===== src/rtl/round_arbiter_pkg.sv =====
// Shared encodings for the reaction-game round controller:
// FSM state codes and round-winner codes.
package round_arbiter_pkg;

  typedef enum logic [1:0] {
    ST_IDLE      = 2'b00,
    ST_RUN       = 2'b01,
    ST_RESULT    = 2'b10,
    ST_MATCH_END = 2'b11
  } state_t;

  localparam logic [1:0] WIN_NONE = 2'b00;
  localparam logic [1:0] WIN_A    = 2'b01;
  localparam logic [1:0] WIN_B    = 2'b10;
  localparam logic [1:0] WIN_DRAW = 2'b11;

  // Indices into the packed vector of raw inputs fed to the rise detectors.
  localparam int IDX_START = 0;
  localparam int IDX_BTN_A = 1;
  localparam int IDX_BTN_B = 2;
  localparam int IDX_TIMER = 3;
  localparam int N_INPUTS  = 4;

endpackage


===== src/rtl/round_arbiter_rise_detect.sv =====
// Two-flop synchronizer on a raw level input with a one-cycle rise output.
// A level held high produces exactly one rise.
module rise_detect (
  input  logic clk,
  input  logic reset,
  input  logic i_level,
  output logic o_rise
);

  logic r_q;
  logic r_qq;

  always_ff @(posedge clk) begin
    if (reset) begin
      r_q  <= 1'b0;
      r_qq <= 1'b0;
    end else begin
      r_q  <= i_level;
      r_qq <= r_q;
    end
  end

  assign o_rise = r_q & ~r_qq;

endmodule


===== src/rtl/round_arbiter.sv =====
// Round controller: arms the seconds timer, scores the first valid button
// rise (or a timeout), and ends the match when a score reaches MAX_SCORE.
module round_arbiter
  import round_arbiter_pkg::*;
#(
  parameter int MAX_SCORE = 5,
  parameter int SCORE_W   = 4
) (
  input  logic               clk,
  input  logic               reset,
  input  logic               start,
  input  logic               btn_a,
  input  logic               btn_b,
  input  logic               timer_done,
  output logic               timer_active,
  output logic [SCORE_W-1:0] score_a,
  output logic [SCORE_W-1:0] score_b,
  output logic [1:0]         round_winner,
  output logic               round_done,
  output logic               match_over,
  output logic [1:0]         state
);

  localparam logic [SCORE_W-1:0] MAX_SCORE_V = SCORE_W'(MAX_SCORE);

  logic [N_INPUTS-1:0] w_raw;
  logic [N_INPUTS-1:0] w_rise;

  assign w_raw[IDX_START] = start;
  assign w_raw[IDX_BTN_A] = btn_a;
  assign w_raw[IDX_BTN_B] = btn_b;
  assign w_raw[IDX_TIMER] = timer_done;

  generate
    for (genvar gi = 0; gi < N_INPUTS; gi++) begin : g_rise
      rise_detect u_rise (
        .clk     (clk),
        .reset   (reset),
        .i_level (w_raw[gi]),
        .o_rise  (w_rise[gi])
      );
    end
  endgenerate

  logic w_start_rise;
  logic w_a_rise;
  logic w_b_rise;
  logic w_timer_rise;

  assign w_start_rise = w_rise[IDX_START];
  assign w_a_rise     = w_rise[IDX_BTN_A];
  assign w_b_rise     = w_rise[IDX_BTN_B];
  assign w_timer_rise = w_rise[IDX_TIMER];

  state_t             r_state;
  state_t             w_state_next;
  logic [SCORE_W-1:0] r_score_a;
  logic [SCORE_W-1:0] r_score_b;
  logic [SCORE_W-1:0] w_score_a_next;
  logic [SCORE_W-1:0] w_score_b_next;
  logic [1:0]         r_winner;
  logic [1:0]         w_winner_next;

  always_ff @(posedge clk) begin
    if (reset) begin
      r_state   <= ST_IDLE;
      r_score_a <= '0;
      r_score_b <= '0;
      r_winner  <= WIN_NONE;
    end else begin
      r_state   <= w_state_next;
      r_score_a <= w_score_a_next;
      r_score_b <= w_score_b_next;
      r_winner  <= w_winner_next;
    end
  end

  always_comb begin
    w_state_next   = r_state;
    w_score_a_next = r_score_a;
    w_score_b_next = r_score_b;
    w_winner_next  = r_winner;
    unique case (r_state)
      ST_IDLE: begin
        if (w_start_rise) begin
          w_state_next  = ST_RUN;
          w_winner_next = WIN_NONE;
        end
      end
      ST_RUN: begin
        // Button rises outrank a simultaneous timer rise.
        if (w_a_rise && w_b_rise) begin
          w_winner_next = WIN_DRAW;
          w_state_next  = ST_RESULT;
        end else if (w_a_rise) begin
          w_winner_next  = WIN_A;
          w_score_a_next = r_score_a + 1'b1;
          w_state_next   = ST_RESULT;
        end else if (w_b_rise) begin
          w_winner_next  = WIN_B;
          w_score_b_next = r_score_b + 1'b1;
          w_state_next   = ST_RESULT;
        end else if (w_timer_rise) begin
          w_winner_next = WIN_DRAW;
          w_state_next  = ST_RESULT;
        end
      end
      ST_RESULT: begin
        if (r_score_a == MAX_SCORE_V || r_score_b == MAX_SCORE_V) begin
          w_state_next = ST_MATCH_END;
        end else begin
          w_state_next = ST_IDLE;
        end
      end
      ST_MATCH_END: begin
        if (w_start_rise) begin
          w_score_a_next = '0;
          w_score_b_next = '0;
          w_winner_next  = WIN_NONE;
          w_state_next   = ST_IDLE;
        end
      end
      default: w_state_next = ST_IDLE;
    endcase
  end

  assign timer_active = (r_state == ST_RUN);
  assign round_done   = (r_state == ST_RESULT);
  assign match_over   = (r_state == ST_MATCH_END);
  assign score_a      = r_score_a;
  assign score_b      = r_score_b;
  assign round_winner = r_winner;
  assign state        = r_state;

endmodule


===== config.mk =====
export PLATFORM = sky130hd
export DESIGN_NAME = round_arbiter
export DESIGN_NICKNAME = d
export VERILOG_FILES = /design/src/rtl/round_arbiter_pkg.sv /design/src/rtl/round_arbiter_rise_detect.sv /design/src/rtl/round_arbiter.sv
export SDC_FILE = /design/constraint.sdc
export NUM_CORES = 1
export LEC_CHECK = 0
export ABC_AREA = 1
export BUFFER_PORTS_ARGS = -buffer_cell sky130_fd_sc_hd__clkbuf_2
export CAP_MARGIN = 5
export CORE_AREA = 2 2 51 58
export CTS_CLUSTER_DIAMETER = 80
export DETAILED_ROUTE_END_ITERATION = 8
export DIE_AREA = 0 0 53 60
export PLACE_DENSITY_LB_ADDON = 0.05
export REMOVE_ABC_BUFFERS = 1
export SETUP_SLACK_MARGIN = 0.1
export SLEW_MARGIN = 20
export SYNTH_ARGS = -nofsm -noshare
export SYNTH_HDL_FRONTEND = slang
export SYNTH_SLANG_ARGS = --single-unit

===== constraint.sdc =====
create_clock -name clk -period 2.4 [get_ports clk]
set_input_delay 0.48 -clock clk [delete_from_list [all_inputs] [get_ports clk]]
set_output_delay 0.48 -clock clk [all_outputs]
set_load 0.02 [all_outputs]

* Word level (Yosys, flattened, before mapping)
Cells that the tools add are included.
W data, S select, Z words.
** Cells by class
- Add/subtract/negate cells :: 2
- Eq/ne operators :: 13
- Mux-type cells :: 21
- Bitwise gates (word level) :: 8
- Reductions and logical operators :: 10
** Operators with widths (number)
- $mux W4 :: 6
- $mux W2 :: 11
- $pmux W4 S2 :: 2
- $ne A2 B1 Y1 const B :: 5
- $add A4 B1 Y4 const B :: 2
- $eq A4 B3 Y1 const B :: 2
- $pmux W2 S4 :: 1
- $reduce_and A3 Y1 :: 2
- $ne A5 B1 Y1 const B :: 1
- $reduce_and A5 Y1 :: 1
- $and A1 B1 Y1 :: 4
- $eq A2 B2 Y1 const B :: 2
- $ne A2 B2 Y1 const B :: 2
- $not A1 Y1 :: 4
- $pmux W2 S2 :: 1
- $reduce_and A4 Y1 :: 1
- $reduce_bool A2 Y1 :: 2
- $eq A2 B1 Y1 const B :: 1
- $logic_not A2 Y1 :: 1
- $reduce_or A2 Y1 :: 1
- $logic_and A1 B1 Y1 :: 1
- $logic_or A1 B1 Y1 :: 1
** Word-level totals
- Flip-flop bits (word level) :: 20
- Input bits :: 6
- Output and inout bits :: 15
- Logic and storage cells :: 66

* Depth between registers and ports, before layout
Gate-level depths: netlist of the first run.
- Depth after elaboration :: 7
- Mapped depth :: 9
- Mapped depth without buffers :: 9

* By module
Synthesis of the first run repeated with hierarchy kept, for this count alone.
** Second synthesis, totals
- Cell total of the unflattened synthesis :: 151
- Area, all modules :: 1054.8 µm²
** Modules (own cells, without submodules)
- round_arbiter :: instances 1, cells an instance 123, area an instance 819.5 µm², sequential area each 240.2 µm²
- rise_detect :: instances 4, cells an instance 7, area an instance 58.8 µm², sequential area each 40.0 µm²

* Worst setup path before layout of the first run
No wires, ideal clock.
- Path type :: register to register
- From :: register r_state[0], in the netlist state[0]
- To :: register r_winner[0], in the netlist round_winner[0]
- Library setup time :: 0.116 ns
- Arrival :: 1.427 ns
- Required time :: 2.284 ns
- Slack :: 0.858 ns
- Cell stages (with the launch flop) :: 9
- Buffers on the path :: 0
- Clock period less this slack :: 1.542 ns
- Cells stage by stage :: dfxtp_1 -> inv_1 -> ha_1 -> inv_1 -> nor2_1 -> a21oi_1 -> nand2_1 -> o21ai_0 -> nor2_1
** On the way
- Cells in the longest elaborated chain, start to end :: 4
- Elaborated cells on any way between the ends :: 9
- Those cells by class :: eq/ne: 4; mux: 1; reduce/logical: 4
** Ends and longest elaborated chain
- from (decl) :: RTL line round_arbiter.sv:55 : state_t r_state;
- from (signal assigned) :: RTL line round_arbiter.sv:71 : r_state <= w_state_next;
- $eq A2 B2 Y1 / $logic_not A2 Y1 (equally long branches) :: RTL line round_arbiter.sv:83 : unique case (r_state)
- $reduce_or A2 Y1 (no source line)
- $ne A2 B1 Y1 (no source line) / $reduce_bool A2 Y1 (equally long branches)
- $reduce_and A3 Y1 (no source line)
- to (signal assigned) :: RTL line round_arbiter.sv:74 : r_winner <= w_winner_next;
- to (decl) :: RTL line round_arbiter.sv:61 : logic [1:0] r_winner;
Parallel ways exist; a longest one is shown, timed or not.
A chain may end at the register's enable or synchronous reset.

* Final worst setup path of the first run
- From :: register r_state[0], in the netlist state[0]
- To :: output match_over
** On the way
- Cells in the longest elaborated chain, start to end :: 1
** Ends and longest elaborated chain
- $eq A2 B2 Y1 :: RTL line round_arbiter.sv:129 : assign match_over = (r_state == ST_MATCH_END);
- to (decl) :: RTL line round_arbiter.sv:20 : output logic match_over,
Every way passes these cells.

==> run metrics, run 1 <==
R2R Setup Slk=0.78 ns; sw frac=44.91%; share of layout cells above drive strength 1=20.11%; met1 WL=1026 um; synth warn=0; pins over their slew limit=0; Worst Tran Pin Value=0.4961 ns; Peak Freq=0.5068 GHz; DR top layer=met4; clock slew at reported path FFs=0.13 ns; Initial Util=42.76%; 1st-pass router iterations=4; Mapped Cells=162; # port buffers=20; GRT Total Usage=15.16%; outcome=finished clean; Cell Pwr Density=1206 mW/mm2; Critical Path Sink Type=output port; required time of the critical path=1.92 ns; final setup fails=0; Clock Root Buffer=clkbuf_4; WL/cell=9.793 um; Ports=21; synth top area cells=dfxtp_1 (36%), nor2_1 (12%), ha_1 (11%); Rows=20; clock network power share=17.6%; fin area=0.001303 mm2; Die Y=60 um; HPWL Detailed=1590 um; fill count=304; static leakage=0.6646 nW; wire length on met3=59 um; CTS tree=yes; Final Cycle Share=82.22%; sequential fraction of the synthesis area=35.63%; initial antenna violation count=0; drt drc=0; Die W=53 um; dominant cell type by area after synthesis=dfxtp_1; Placed Area=0.001250 mm2; largest net degree at the start of global routing=13; final WL=2125 um; part of the power in registers=32.7%; Yosys cell types=23; area of the core=0.002628 mm2; WS Path Type=flop to output port; Inst Count DP=213; H-Tree Depth=1; max_cap viols=0; fin worst setup slack=0.4267 ns; Synth Register Bits=20; Final Hold Fails=0; # clock sinks=20; CP Data Arrival Time=1.49 ns; gr ovfl total=0; VDD IR max=0.7333 mV; Final Critical Period=1.973 ns; post-cts sizing count=0; Setup TNS=0 ns; Worst Path Max Fanout=12; NumNets Final=201; Setup Fix Bufs, Post-CTS=0; slew margin rel.=66.93%; RSZ-0062 raised after global routing=false; Mean Syn Cell Area=6.936 um2; Clock Path Buffers=2; P_int=0.8654 mW; Synth-to-Final Area Change=15.92%; clk_skew=0.01608 ns; Via Count=976; Finished Layout Cells=217; Startpoint Class=flop; Final ANT Viol Nets=0; first-pass GRT wire length=3512 um; number of global-route vias before repair=812; number of DRC markers in iteration 0=16; Hold Crit Class=primary input to flop; n_diodes=0; Clock Latency Late Sink=0.30 ns; Cell Area, Synth=0.001124 mm2; CTS Buf Count=3; Sw Pwr=0.7054 mW; combinational power share=49.7%; GPL Wtd Cong=0.8023; hold-fix buffers at CTS=0; Met2 Routed Length=1020 um; pre-CTS setup slack=0.7353 ns; full die area=0.003180 mm2; top-area cell type share of the netlist area=35.63%; Avg Vias per Cell=4.498
==> kinds of logic after synthesis <==
kind of cell | after synthesis | share of synthesized area [%]
xor+xnor | 2 | 1.559
fa+ha+maj | 10 | 11.14
compound gates | 12 | 6.681
flops | 20 | 35.63
buf+inv | 30 | 10.80
simple gates | 88 | 34.19
==> state kept, by name, summed over array words and instances, names as in the netlist <==
signal and flops:
g_rise.u_rise.r_q 4, g_rise.u_rise.r_qq 4, round_winner 2, score_a 4, score_b 4, state 2
==> layout make-up <==
type / count / area (um2) / share of cell area (%)
well taps: 33 / 41.29 / 3.170
multi-input cells: 112 / 601.8 / 46.21
repair buffers: 20 / 100.1 / 7.685
clock buffers: 3 / 22.52 / 1.729
flip-flops and latches: 20 / 400.4 / 30.74
inverters: 28 / 106.4 / 8.165
clock inverters: 1 / 30.03 / 2.305
==> path summary, 6_finish.rpt <==
check,start,end,depth (start not counted)
min,btn_a,g_rise[1].u_rise.r_q$_SDFF_PP0_,3
max reg2reg,state[0]$_SDFFE_PP0P_,score_a[3]$_SDFFE_PP0P_,6
max,state[0]$_SDFFE_PP0P_,match_over,2
min reg2reg,g_rise[3].u_rise.r_q$_SDFF_PP0_,g_rise[3].u_rise.r_qq$_SDFF_PP0_,2
==> Yosys cell counts <==
cell	instances
dfxtp_1	20
o21ai_0	5
nor2_1	36
a21oi_2	1
clkinv_1	1
nand2_1	27
a21oi_4	1
buf_6	1
inv_1	24
nand4_1	1
nor2_2	3
a21oi_1	4
nand2_2	3
xnor2_1	2
nand3_1	14
nor2_4	1
o21ai_1	1
clkinv_2	1
clkbuf_1	1
ha_1	10
or2_1	2
nand3_2	1
inv_2	2
==> cells in the final DEF, fill, tap and decap left out, types with 2 or more instances in the layout <==
master and count:
a21oi_1 4, clkbuf_2 20, clkbuf_4 3, dfxtp_1 20
ha_1 10, inv_1 24, inv_2 2, nand2_1 27
nand2_2 3, nand3_1 14, nor2_1 36, nor2_2 3
o21ai_0 5, or2_1 2, xnor2_1 2
==> per-layer routing <==
| metal | up-vias | GRT usage [%] |
|---|---|---|
| met5 | - | 0 |
| met4 | 0 | 5.495 |
| met3 | 2 | 3.000 |
| met2 | 14 | 24.11 |
| met1 | 425 | 20.28 |
| li1 | 535 | - |
==> critical path, stage by stage (launching register included) <==
cell      delay [ns]
dfxtp_1         0.44
ha_1            0.50
clkbuf_2        0.26
==> per-stage QoR <==
stage	hold WS, ns	utilization, %	power, mW
detailed placement	0.4128	47.57	1.310
floorplan	0.4031	-	1.112
global route	0.3263	49.57	1.732
finish	0.3420	49.57	1.571
CTS	0.3345	49.57	1.592
global placement	0.4084	47.57	1.298
==> power by group through the flow <==
stage | logic, mW | registers (mW) | clock network (mW)
final | 0.780 | 0.514 | 0.277
after CTS | 0.791 | 0.515 | 0.285
after global placement | 0.781 | 0.517 | 0
after global routing | 0.900 | 0.533 | 0.300
after floorplan | 0.508 | 0.604 | 0
after detailed placement | 0.788 | 0.522 | 0
No activity file was read; power rests on OpenSTA's default activity.
==> run 2, diff against run 1 <==
ABC_AREA = 0   (was 1)
CORE_AREA = 2 2 49 56   (was 2 2 51 58)
DIE_AREA = 0 0 51 58   (was 0 0 53 60)
clock period = 1.8 ns   (was 2.4 ns; I/O delays follow)
==> run 2 against run 1 <==
Design area down 4.8%. Global-route usage up 0.85 points. Wire length down 3.6%. Synthesized cell count down 33%. Die area down 7.0%. Synthesized area down 8.4%. Critical path type unchanged. Critical endpoint is now timer_active. Largest cell class unchanged.
==> run metrics, run 2 <==
pins over their slew limit=0; largest family of logic cells by synthesized area=simple AND/OR/NAND/NOR gates; async set-reset flop share out of synthesis=0%; largest net degree at the start of global routing=13; number of global-route vias before repair=775; Critical Path Sink Type=output port; hold-fix buffers at CTS=0; required time of the critical path=1.44 ns; final setup fails=0; clock slew at reported path FFs=0.11 ns; sw frac=37.65%; slew margin rel.=75.33%; most frequent cells in the layout=clkbuf_2 (20), dfxtp_1 (18), nor2b_1 (9), ha_1 (9), o21ai_0 (7); gr ovfl total=0; most used flip-flop cell after synthesis=dfxtp_1; Yosys cell types=34; Worst Path Max Fanout=6; WL/cell=12.41 um; Ports=21; full die area=0.002958 mm2; most instantiated cells after synthesis=dfxtp_1 (20), ha_1 (10), nor2b_1 (9); Pwr Total=1.338 mW; max_cap viols=0; static leakage=0.5236 nW; part of the power in registers=39.5%; VDD IR max=0.5142 mV; most common cell after layout, fill and taps aside=clkbuf_2; RSZ-0062 raised after global routing=true; mux cell area share after synthesis=1.094%; 1st-pass router iterations=5; fin area=0.001240 mm2; Setup Fix Bufs, Post-CTS=0; top-area cell type share of the netlist area=38.88%; GPL Wtd Cong=0.8104; # clock sinks=20; Hold Crit Class=primary input to flop; Clock Latency Late Sink=0.30 ns; Clock Path Buffers=2; Worst Hold Launch=btn_a; pre-CTS setup slack=0.06135 ns; Initial Util=42.89%; Final Cycle Share=90.81%; clk_skew=0.001500 ns; Final ANT Viol Nets=0; crit path launch=state[1]$_SDFFE_PP0P_; Cell Pwr Density=1079 mW/mm2; first-pass GRT wire length=3560 um; fin worst setup slack=0.1654 ns; Synth Area in Simple Gates=23.33%; combinational power share=41.0%; post-cts sizing count=2; Mapped Cells=108; Placed Area=0.001191 mm2; Synth Register Bits=20; initial antenna violation count=0; Mean Syn Cell Area=9.535 um2; Post-Synth Adder-Cell Area=12.15%; fill count=233; Synth Area in Compound Gates=21.63%; # port buffers=20; drt drc=0; reg-to-reg critical path startpoint=state[1]$_SDFFE_PP0P_; synth warn=0; Post-synth EDFFs=0; CTS Buf Count=3; CTS tree=yes; Via Count=888; Worst Tran Pin Value=0.3692 ns; Peak Freq=0.6118 GHz; dominant cell type by area after synthesis=dfxtp_1; WS Path Type=flop to output port; number of DRC markers in iteration 0=21; Avg Vias per Cell=5.382; n_diodes=0; synth top area cells=dfxtp_1 (39%), ha_1 (12%), nor2b_1 (5.5%); final WL=2048 um; Die W=51 um; clock network power share=19.5%; NumNets Final=151; Synth-to-Final Area Change=20.41%; Sw Pwr=0.5038 mW; share of layout cells above drive strength 1=28.36%; Clock Root Buffer=clkbuf_4; Cell Area, Synth=0.001030 mm2; Inst Count DP=161; Final Critical Period=1.635 ns; H-Tree Depth=1; Startpoint Class=flop; sequential fraction of the synthesis area=38.88%; outcome=finished clean; xor-xnor portion of the synthesized cell area=0%; GRT Total Usage=16.01%; Finished Layout Cells=165; P_int=0.8344 mW; most frequent cell after synthesis=dfxtp_1; CP Data Arrival Time=1.27 ns; Final Hold Fails=0; HPWL Detailed=1593 um; area of the core=0.002401 mm2; Die Y=58 um; Rows=19
-- run 2: changes by cell type after synthesis, sizes merged, moves of 5 or more --
cell / change
nand2: -26
o21a: +5
nor3: +6
nand3: -12
nor2: -36
inv: -20
nand2b: +6
nor2b: +9
-- run 2: critical path, cell delays in order (launching register included) --
cell,delay (ns)
dfxtp_4,0.39
inv_1,0.06
buf_4,0.14
ha_1,0.22
clkbuf_2,0.17
-- run 2: final cells by class --
class	instances	area [um2]	area share, %
multi-input cells	80	606.8	48.94
flip-flops and latches	20	405.4	32.69
clock buffers	4	36.28	2.926
inverters	6	22.52	1.816
repair buffers	24	130.1	10.49
well taps	31	38.79	3.128
-- run 2: power by group through the flow --
stage	Sequential (mW)	Combinational [mW]	Clock, mW
2_1_floorplan	0.563	0.350	0
3_3_place_gp	0.529	0.524	0
3_5_place_dp	0.534	0.532	0
4_1_cts	0.525	0.538	0.269
5_1_grt	0.536	0.606	0.292
6_report	0.528	0.549	0.261
-- run 2: stage by stage --
step / hold WS [ns] / setup TNS, ns / utilization (%)
floorplan: 0.4291 / -0.1354 / -
CTS: 0.2518 / 0 / 51.28
detailed placement: 0.4585 / 0 / 49.61
global route: 0.2495 / 0 / 51.64
finish: 0.2582 / 0 / 51.64
global placement: 0.4515 / 0 / 49.61
-- run 2: kinds of logic after synthesis --
kind of cell,Yosys count
adder cells (fa/ha/maj),10
AND/OR/NAND/NOR,40
buffers and inverters,8
AO/OA/AOI/OAI,29
multiplexers,1
flip-flops,20
-- run 2: path summary, 6_finish.rpt --
| kind | end | cells past startpoint | slack, ns |
|---|---|---|---|
| worst max-delay path | timer_active | 4 | 0.17 |
| worst min-delay path | g_rise[1].u_rise.r_q$_SDFF_PP0_ | 2 | 0.26 |
| worst max register to register | score_b[1]$_SDFFE_PP0P_ | 6 | 0.19 |
| worst min register to register | g_rise[3].u_rise.r_qq$_SDFF_PP0_ | 1 | 0.48 |
-- run 2: layer usage --
metal  track usage (%)  up-vias  part of all wire, %
li1                  -      445                    -
met4             6.950        0                  1.9
met5                 0        -                    0
met3             3.093        8                  4.8
met2             25.05       40                   44
met1             21.46      395                   49
